### src/rtl/control_sequencer.sv
// Multi-cycle control unit for the bus-based datapath: fetch with memory-ready
// stall, opcode decode, and per-state strobe generation for execute.
module control_sequencer #(
  parameter int OPW  = 5,
  parameter int NREG = 16
) (
  input  logic            clock,
  input  logic            clear,
  input  logic [31:0]     ir,
  input  logic            mem_ready,
  input  logic            stop,
  output logic            PCout,
  output logic            Zhighout,
  output logic            Zlowout,
  output logic            MDRout,
  output logic            HIout,
  output logic            LOout,
  output logic            Cout,
  output logic [NREG-1:0] reg_out,
  output logic [NREG-1:0] reg_in,
  output logic            MARin,
  output logic            PCin,
  output logic            MDRin,
  output logic            IRin,
  output logic            Yin,
  output logic            HIin,
  output logic            LOin,
  output logic            ZHighIn,
  output logic            ZLowIn,
  output logic            IncPC,
  output logic            Read,
  output logic [OPW-1:0]  alu_op,
  output logic            run,
  output logic            illegal
);

  localparam logic [3:0] S_RST  = 4'd0;
  localparam logic [3:0] S_T0   = 4'd1;
  localparam logic [3:0] S_T1   = 4'd2;
  localparam logic [3:0] S_T2   = 4'd3;
  localparam logic [3:0] S_T3   = 4'd4;
  localparam logic [3:0] S_T4   = 4'd5;
  localparam logic [3:0] S_T5   = 4'd6;
  localparam logic [3:0] S_T6   = 4'd7;
  localparam logic [3:0] S_HALT = 4'd8;

  logic [3:0]      state, nxt;
  logic [4:0]      opc;
  logic [OPW-1:0]  opw;
  logic            is_rr, is_imm, is_md, is_un, is_mfhi, is_mflo, is_nop, is_halt, is_ill;
  logic [NREG-1:0] ra_oh, rb_oh, rc_oh;
  logic            unused_ir;

  assign opc       = ir[31:27];
  assign opw       = OPW'(opc);
  assign unused_ir = ^ir[14:0];

  assign is_rr   = (opc[4:3] == 2'b00);
  assign is_imm  = (opc == 5'd8) || (opc == 5'd9) || (opc == 5'd10);
  assign is_md   = (opc == 5'd15) || (opc == 5'd16);
  assign is_un   = (opc == 5'd17) || (opc == 5'd18);
  assign is_mfhi = (opc == 5'd24);
  assign is_mflo = (opc == 5'd25);
  assign is_nop  = (opc == 5'd26);
  assign is_halt = (opc == 5'd27);
  assign is_ill  = !(is_rr || is_imm || is_md || is_un || is_mfhi || is_mflo || is_nop || is_halt);

  // Register-field one-hot decode; fields wider than NREG simply never match.
  always_comb begin
    ra_oh = '0;
    rb_oh = '0;
    rc_oh = '0;
    for (int i = 0; i < NREG; i++) begin
      ra_oh[i] = (ir[26:23] == 4'(i));
      rb_oh[i] = (ir[22:19] == 4'(i));
      rc_oh[i] = (ir[18:15] == 4'(i));
    end
  end

  always_ff @(posedge clock) begin
    if (!clear) state <= S_RST;
    else        state <= nxt;
  end

  always_comb begin
    nxt = state;
    case (state)
      S_RST:  nxt = S_T0;
      S_T0:   nxt = stop ? S_HALT : S_T1;
      S_T1:   nxt = mem_ready ? S_T2 : S_T1;
      S_T2:   nxt = S_T3;
      S_T3: begin
        if (is_rr || is_imm || is_md || is_un) nxt = S_T4;
        else if (is_halt)                      nxt = S_HALT;
        else                                   nxt = S_T0;
      end
      S_T4:   nxt = is_un ? S_T0 : S_T5;
      S_T5:   nxt = is_md ? S_T6 : S_T0;
      S_T6:   nxt = S_T0;
      S_HALT: nxt = S_HALT;
      default: nxt = S_RST;
    endcase
  end

  always_comb begin
    PCout = 1'b0; Zhighout = 1'b0; Zlowout = 1'b0; MDRout = 1'b0;
    HIout = 1'b0; LOout = 1'b0; Cout = 1'b0;
    reg_out = '0; reg_in = '0;
    MARin = 1'b0; PCin = 1'b0; MDRin = 1'b0; IRin = 1'b0; Yin = 1'b0;
    HIin = 1'b0; LOin = 1'b0; ZHighIn = 1'b0; ZLowIn = 1'b0;
    IncPC = 1'b0; Read = 1'b0;
    alu_op = '0;
    illegal = 1'b0;
    run = (state != S_HALT);
    case (state)
      S_T0: begin
        PCout = 1'b1; MARin = 1'b1; IncPC = 1'b1;
      end
      S_T1: begin
        Read  = 1'b1;
        MDRin = mem_ready;
      end
      S_T2: begin
        MDRout = 1'b1; IRin = 1'b1;
      end
      S_T3: begin
        if (is_rr || is_imm || is_md) begin
          reg_out = rb_oh; Yin = 1'b1;
        end else if (is_un) begin
          reg_out = rb_oh; alu_op = opw; ZLowIn = 1'b1;
        end else if (is_mfhi) begin
          HIout = 1'b1; reg_in = ra_oh;
        end else if (is_mflo) begin
          LOout = 1'b1; reg_in = ra_oh;
        end else if (is_ill) begin
          illegal = 1'b1;
        end
      end
      S_T4: begin
        if (is_un) begin
          Zlowout = 1'b1; reg_in = ra_oh;
        end else begin
          // Immediate forms take the sign-extended constant off the bus instead of Rc.
          if (is_imm) Cout = 1'b1;
          else        reg_out = rc_oh;
          alu_op  = opw;
          ZLowIn  = 1'b1;
          ZHighIn = is_md;
        end
      end
      S_T5: begin
        Zlowout = 1'b1;
        if (is_md) LOin = 1'b1;
        else       reg_in = ra_oh;
      end
      S_T6: begin
        Zhighout = 1'b1; HIin = 1'b1;
      end
      default: ;
    endcase
  end

endmodule
### config.mk
export PLATFORM = sky130hd
export DESIGN_NAME = control_sequencer
export DESIGN_NICKNAME = d
export VERILOG_FILES = /design/src/rtl/control_sequencer.sv
export SDC_FILE = /design/constraint.sdc
export NUM_CORES = 1
export LEC_CHECK = 0
export BUFFER_PORTS_ARGS = -buffer_cell sky130_fd_sc_hd__buf_2
export CAP_MARGIN = 20
export CORE_UTILIZATION = 40
export CTS_CLUSTER_SIZE = 20
export DETAILED_ROUTE_END_ITERATION = 10
export HOLD_SLACK_MARGIN = 0.15
export PLACE_DENSITY = 0.9
export SLEW_MARGIN = 25
export SYNTH_ARGS = -nofsm -noshare
export SYNTH_HDL_FRONTEND = slang
export SYNTH_SLANG_ARGS = --single-unit
### constraint.sdc
create_clock -name clock -period 2 [get_ports clock]
set_input_delay 0.2 -clock clock [delete_from_list [all_inputs] [get_ports clock]]
set_output_delay 0.2 -clock clock [all_outputs]
set_load 0.01 [all_outputs]
Word-level counts from Yosys, hierarchy flattened
Index checks and enable logic that the tools add are counted.
{ "word_totals": {"regBits": 4, "in_bits": 36, "output_inout_bits": 57} }
{ "classes": {"eq_ne": 65, "mux": 57, "reduce_logical": 17} }
{ "op_table": {"columns": ["cell", "n"], "rows": [
  ["two-way mux 16 bit", 10],
  ["equality test 4 bit (second input constant)", 25],
  ["equality test 4 x 3 -> 1 bit (second input constant)", 16],
  ["one-hot mux 16 bit (3 select lines)", 1],
  ["equality test 5 bit (second input constant)", 7],
  ["two-way mux 1 bit", 33],
  ["equality test 4 x 2 -> 1 bit (second input constant)", 8],
  ["one-hot mux 16 bit (2 select lines)", 1],
  ["one-hot mux 4 bit (8 select lines)", 1],
  ["equality test 5 x 4 -> 1 bit (second input constant)", 4],
  ["equality test 4 x 1 -> 1 bit (second input constant)", 4],
  ["logical NOT 4 bit", 4],
  ["two-way mux 5 bit", 3],
  ["two-way mux 4 bit", 3],
  ["logical OR 1 bit", 11],
  ["one-hot mux 5 bit (2 select lines)", 1],
  ["two-way mux 3 bit", 2],
  ["!= test 4 bit (second input constant)", 1],
  ["one-hot mux 1 bit (2 select lines)", 2],
  ["logical NOT 2 bit", 1],
  ["OR reduction 2 bit", 1]
]} }

Logic depth before layout (Yosys ltp)
Gate-level depths: netlist of the first run.
{ "depth": {"word_depth": 16, "depth_mapped": 6} }

Least setup slack after synthesis of the first run
Ideal clock, no wire load.
{ "synth_timing": {"kind": "reg2out", "start": "register state[3]", "end": "output reg_in[0]", "arrival_ns": 1.660, "path_slack_ns": 0.140, "path_stages_with_launch": 6, "path_buffers": 2, "path_cell_list": "dfxtp_1 > buf_2 > nand2b_1 > buf_2 > or3_1 > a2111oi_1"} }
{ "synth_between": {"elab_chain_len": 2, "word_cells_on_any_way": 4, "classes_between": "eq/ne: 3; mux: 1"} }
{ "synth_rtl": {"columns": ["element", "line_no", "rtl"], "rows": [
  ["start, declared", "47", "logic [3:0] state, nxt;"],
  ["start signal, assigned", "82", "else state <= nxt;"],
  ["equality test 4 x 3 -> 1 bit", "115", "case (state)"],
  ["one-hot mux 16 bit (3 select lines) *", "115", null],
  ["end, declared", "20", "output logic [NREG-1:0] reg_in,"]
]} }
Every way passes the cells marked *; elsewhere a longest branch is shown, timed or not.

Worst setup path after layout of the first run
{ "layout_timing": {"start": "register state[3]", "end": "output reg_in[6]"} }
Same word-level chain as after synthesis.

==> qor.yml, run 1 <==
run_status:
  status: "complete, no violations"
clock_network:
  cts-root-to-sink-buffers: 2
  cts_inserted_buffers: 3
  clock-root-buffer: "sky130_fd_sc_hd__clkbuf_4"
  clkSlewWorstSetupHoldPaths_ps: 30
  numClockSinks: 4
  clock_tree.htree_level_count: 1
  clock_latency_on_the_worst_skew_pair_ps: 230
  tritoncts: "done"
  holdBufCountCts: 0
yosys:
  post_synthesis_cell_area_um2: 1150
  synth_cells: 164
  syn_nets: 200
  ys_async_sr_fraction_pct: 0
  synth-edff-count: 0
  yosys.cell_types.count: 53
  fraction_of_post_synthesis_cell_area_in_the_top_cell_type_by_area_pct: 6.93
  ys_seq_area_share_pct: 6.93
  syn_warnings: 0
  ys_dominant_reg_cell: "sky130_fd_sc_hd__dfxtp_1"
  ys_seq_elements: 4
  synth_area_per_cell_um2: 7.04
  post-synth-top-area-cell: "sky130_fd_sc_hd__dfxtp_1"
  synth_top_cells_by_area: "sky130_fd_sc_hd__dfxtp_1 (6.9%), sky130_fd_sc_hd__a211oi_1 (6.5%), sky130_fd_sc_hd__o32ai_1 (6.1%)"
timing:
  max_freq_ghz: 0.508
  setup_repair_after_global_routing_missed_its_margin: "true"
  finalHoldViolations: 0
  finalCriticalPeriod_ps: 1970
  final-max-slew-violation-count: 0
  report.final.setup_viol: 0
  finClkSkew_ps: 0.110
  postLayoutSetupSlackWorst_ps: 30.6
  whs_ps: 243
  fin_crit_sh_pct: 98.5
floorplanning:
  floorplan.io_pins: 93
  fp.dieH_um: 55.7
  die_w_um: 55.7
  design.die.area_um2: 3110
  core_area_um2: 2730
  rows: 19
  initial_utilization_pct: 42.2
global_routing:
  total_routing_resource_utilization_after_global_routing_pct: 22.3
  first_global_vias: 1433
  grt_start_max_net_pins: 14
  grt_pass1_wl_um: 5880
  residual_overflow_from_global_routing: 0
  initial_antenna_violation_count: 0
finish:
  post_route_cells_drive_above_1_share_pct: 56.3
  biggestRegsByFlops: "state: 4 flops"
  regMostFlops: "state"
  antenna_cells_inserted: 0
  syn2layout_area_growth_pct: 50.3
  final_util_pct: 63.5
  stdcell_area_um2: 1740
  largest_register_ffs: 4
  nNetsFinal: 278
detailed_routing:
  final_wirelength_um: 3900
  post-route-drc-count: 0
  drt.antenna.violating_nets: 0
  avgViaCountPerCell: 5.95
  detail_route.iter0.violations: 93
  routed_wire_length_per_instance_um: 14.4
  drt_pass1_iterations: 5
  vias: 1612
critical_path:
  crit_chain: "and2b_2, and4_4, o21bai_4, buf_6, a211oi_1, buf_2"
  rrSetupSlack_ps: 710
  critical_path.max_stage_delay_ps: 360
  timing.critical_path.required_ps: 1800
  worst-path-buf-inv: 2
  crit_path_end_kind: "output port"
  crit_path_top_delay_cell: "sky130_fd_sc_hd__dfxtp_4"
  worst_setup_path_start_kind: "flip-flop"
  cp_top_family: "simple AND/OR/NAND/NOR gates"
  path_class: "flip-flop to output port"
  critPathArrivalTime_ps: 1770
  maximum_fanout_encountered_on_the_critical_timing_path: 11
place:
  gpl.final_weighted_congestion: 0.887
  dp_hpwl_um: 2950
  dpl_worst_slack_ps: 98.4
  port_buffers: 76
  placedInstanceArea_um2: 1560
pwr:
  ir_drop_v: 0.000306
  power_leakage_uw: 0.000781
  power_per_cell_area_nw_per_um2: 339
run:
  number_of_maximum_capacitance_constraint_violations: 0
worst_hold_path:
  hold_path_class: "input pin to flip-flop"
## path summary, 6_finish.rpt
path,start,end,cells past startpoint
max,state[3],reg_in[6],6
min,clear,state[0],2
max reg2reg,state[3],state[2],5
min reg2reg,state[1],state[3],1
## layout by cell type (no fill, tap or decap), types with 6 or more instances in the layout
cell type,instances
sky130_fd_sc_hd__nand2_1,14
sky130_fd_sc_hd__nand2b_1,8
sky130_fd_sc_hd__nor2_1,11
sky130_fd_sc_hd__inv_1,7
sky130_fd_sc_hd__a21oi_1,6
sky130_fd_sc_hd__o32ai_1,8
sky130_fd_sc_hd__buf_2,76
sky130_fd_sc_hd__a211oi_1,6
sky130_fd_sc_hd__buf_4,13
sky130_fd_sc_hd__nor3_1,6
sky130_fd_sc_hd__a211oi_2,6
## through the flow
stage / power (uW) / TNS, ps / instances
6_report: 589 / 0 / 271
5_1_grt: 630 / -305 / 271
4_1_cts: 563 / 0 / 270
3_5_place_dp: 445 / 0 / 266
3_3_place_gp: 433 / 0 / 266
2_1_floorplan: 342 / 0 / 164
## layout make-up
type                            instances  area (um^2)
Fill cell                             232          998
Inverter                                7         26.3
Tap cell                               31         38.8
Multi-Input combinational cell        136         1070
Clock buffer                            3         22.5
Timing Repair Buffer                   90          489
Sequential cell                         4         90.1
## logic make-up after synthesis
kind of cell / after synthesis / synth area share (%)
flops: 4 / 6.93
compound gates: 54 / 38.8
other cells: 1 / 0.325
buf+inv: 24 / 11.3
xor+xnor: 1 / 1.41
simple gates: 80 / 41.3
## routing by layer
layer	global-route usage, %	vias to the layer above	share of wire, %
met5	0	-	0
met4	10.0	0	1.8
met3	3.49	10	8.3
met2	41.1	91	52
met1	25.0	724	38
li1	-	787	-
## where the power goes
part	switching [uW]	total, uW	internal, uW
Combinational	208	359	151
Clock	30.2	97.1	66.9
Sequential	32.8	133	99.9
Total	270	589	318
## Yosys cell counts (3+ instances only)
cell / n
sky130_fd_sc_hd__inv_1: 7
sky130_fd_sc_hd__a21oi_1: 6
sky130_fd_sc_hd__a31o_1: 4
sky130_fd_sc_hd__nor3b_1: 3
sky130_fd_sc_hd__and3_1: 4
sky130_fd_sc_hd__a211oi_1: 10
sky130_fd_sc_hd__buf_2: 8
sky130_fd_sc_hd__nor3_1: 7
sky130_fd_sc_hd__and2_1: 3
sky130_fd_sc_hd__nor2b_1: 3
sky130_fd_sc_hd__o32ai_1: 8
sky130_fd_sc_hd__dfxtp_1: 4
sky130_fd_sc_hd__nor4_1: 4
sky130_fd_sc_hd__nor2_1: 11
sky130_fd_sc_hd__buf_4: 6
sky130_fd_sc_hd__o22ai_1: 5
sky130_fd_sc_hd__nand2_1: 14
sky130_fd_sc_hd__nand2b_1: 9
sky130_fd_sc_hd__a2111oi_1: 4
## what timing repair did
action	in CTS	in global routing
resized for setup	13	20
setup endpoints to repair	27	32
pin swaps	0	5
buffers inserted	1	1
(Power assumes the default switching activity.)
==> run 2: changes to the inputs <==
CORE_ASPECT_RATIO = 1.2   (was unset)
MAX_ROUTING_LAYER = met4   (was unset)
==> run 2 against run 1 <==
Against the previous run:
- the run now ends with negative setup slack left
- hold slack got worse by 17 ps
- global-route usage increased by 4.5 points
- sequential share of layout area down 0.59 points
- clock skew hardly changed
- sequential cell count unchanged
- die area about the same
- wire length increased by 9.6%
- design area rose by 8.1%
- non-clock buffer count is 5 higher
- critical path type unchanged
==> qor.yml, run 2 (synthesis gave the netlist of run 1 again) <==
pwr:
  power_per_cell_area_nw_per_um2: 341
  sum_of_internal_switching_and_leakage_power_uw: 641
  power_leakage_uw: 0.000824
  ir_drop_v: 0.000332
global_routing:
  first_global_vias: 1477
  grt_pass1_wl_um: 6240
  grt_start_max_net_pins: 14
  total_routing_resource_utilization_after_global_routing_pct: 26.9
  residual_overflow_from_global_routing: 0
  initial_antenna_violation_count: 0
floorplanning:
  die_w_um: 51.1
  design.die.area_um2: 3110
  core_area_um2: 2760
  fp.dieH_um: 60.9
  floorplan.io_pins: 93
  initial_utilization_pct: 41.9
  rows: 21
run:
  number_of_maximum_capacitance_constraint_violations: 0
place:
  dp_hpwl_um: 3080
  port_buffers: 76
  placedInstanceArea_um2: 1610
  gpl.final_weighted_congestion: 0.910
finish:
  post_route_cells_drive_above_1_share_pct: 58.8
  final_util_pct: 68.0
  biggestRegsByFlops: "state: 4 flops"
  mostFrequentLayoutCells: "sky130_fd_sc_hd__buf_2 (76), sky130_fd_sc_hd__buf_4 (16), sky130_fd_sc_hd__nand2_1 (14)"
  largest_register_ffs: 4
  syn2layout_area_growth_pct: 62.5
  stdcell_area_um2: 1880
  final.fill_count: 242
  nNetsFinal: 283
  regMostFlops: "state"
  antenna_cells_inserted: 0
  layout.cells.most_common: "sky130_fd_sc_hd__buf_2"
critical_path:
  critPathArrivalTime_ps: 1800
  maximum_fanout_encountered_on_the_critical_timing_path: 7
  crit_path_end_kind: "output port"
  path_class: "flip-flop to output port"
  r2r.worst_path.cells: 6
  timing.critical_path.required_ps: 1800
  worst_setup_path_start_kind: "flip-flop"
detailed_routing:
  detail_route.iter0.violations: 51
  drt.antenna.violating_nets: 0
  vias: 1652
  final_wirelength_um: 4270
  post-route-drc-count: 0
  drt_pass1_iterations: 6
  avgViaCountPerCell: 5.92
  routed_wire_length_per_instance_um: 15.3
clock_network:
  holdBufCountCts: 0
  cts-root-to-sink-buffers: 2
  numClockSinks: 4
  clock_latency_on_the_worst_skew_pair_ps: 250
  clock_tree.htree_level_count: 1
  cts_inserted_buffers: 3
  clkSlewWorstSetupHoldPaths_ps: 40
  tritoncts: "done"
  clock-root-buffer: "sky130_fd_sc_hd__clkbuf_4"
worst_hold_path:
  min_path_cells: 2
  hold_path_class: "input pin to flip-flop"
timing:
  report.final.setup_viol: 1
  setup_tns_ps: -1.70
  finalHoldViolations: 0
  finClkSkew_ps: 0.521
  fin_crit_sh_pct: 100
  finalCriticalPeriod_ps: 2000
  final-max-slew-violation-count: 0
  setup_repair_after_global_routing_missed_its_margin: "true"
  whs_ps: 226
  postLayoutSetupSlackWorst_ps: -1.70
  max_freq_ghz: 0.500
run_status:
  failing_checks: "negative setup slack"
  status: "complete, but fails checks"
[run 2: cell count changes in the layout (fill, tap and decap cells not counted), moves of 2 or more]
cell                      delta
sky130_fd_sc_hd__o32ai_1     -4
sky130_fd_sc_hd__nor2b_4     +2
sky130_fd_sc_hd__buf_4       +3
sky130_fd_sc_hd__o32ai_2     +4
sky130_fd_sc_hd__o22ai_2     +3
sky130_fd_sc_hd__o22ai_1     -3
sky130_fd_sc_hd__nor2b_2     -2
[run 2: timing repair]
item,in CTS,in global routing
buffers inserted,1,2
gates resized for setup,17,25
setup endpoints to repair,25,28
pin swaps,4,12
[run 2: layout make-up]
| type | count | area [um^2] | share of cell area, % |
|---|---|---|---|
| multi-input combinational | 136 | 1160 | 61.6 |
| timing repair buffer | 95 | 543 | 28.9 |
| inverter | 7 | 26.3 | 1.40 |
| clock buffer | 3 | 22.5 | 1.20 |
| tap | 34 | 42.5 | 2.27 |
| sequential | 4 | 86.3 | 4.60 |
[run 2: final timing paths]
path / from / end / slack, ps
max: state[0] / reg_out[6] / -2
min: clear / state[0] / 230
max reg2reg: state[3] / state[2] / 630
min reg2reg: state[3] / state[0] / 700
[run 2: routing by layer]
| layer | vias up | part of all wire [%] | GRT usage (%) |
|---|---|---|---|
| met3 | 13 | 5.8 | 3.51 |
| met2 | 75 | 54 | 52.8 |
| met5 | - | 0 | - |
| met4 | 0 | 3.0 | 14.3 |
| met1 | 771 | 37 | 24.9 |
| li1 | 793 | - | - |
[run 2: critical path: stages, from the launching register on]
cell                      delay (ps)
sky130_fd_sc_hd__dfxtp_4         370
sky130_fd_sc_hd__nor4b_4         330
sky130_fd_sc_hd__o31ai_2         120
sky130_fd_sc_hd__or3b_4          430
sky130_fd_sc_hd__o22ai_2         140
sky130_fd_sc_hd__buf_2           150
[run 2: power by group]
group          switching, uW  internal [uW]  leakage (uW)
Combinational            228            170      0.000776
Sequential              31.6           99.1     0.0000342
Clock                   44.3           67.9     0.0000138
Total                    304            337      0.000824
[run 2: through the flow]
step | setup WS (ps) | std cells
2_1_floorplan | 140 | 164
3_3_place_gp | 123 | 273
3_5_place_dp | 64.9 | 273
4_1_cts | -3.76 | 277
5_1_grt | -56.0 | 279
6_report | -1.70 | 279
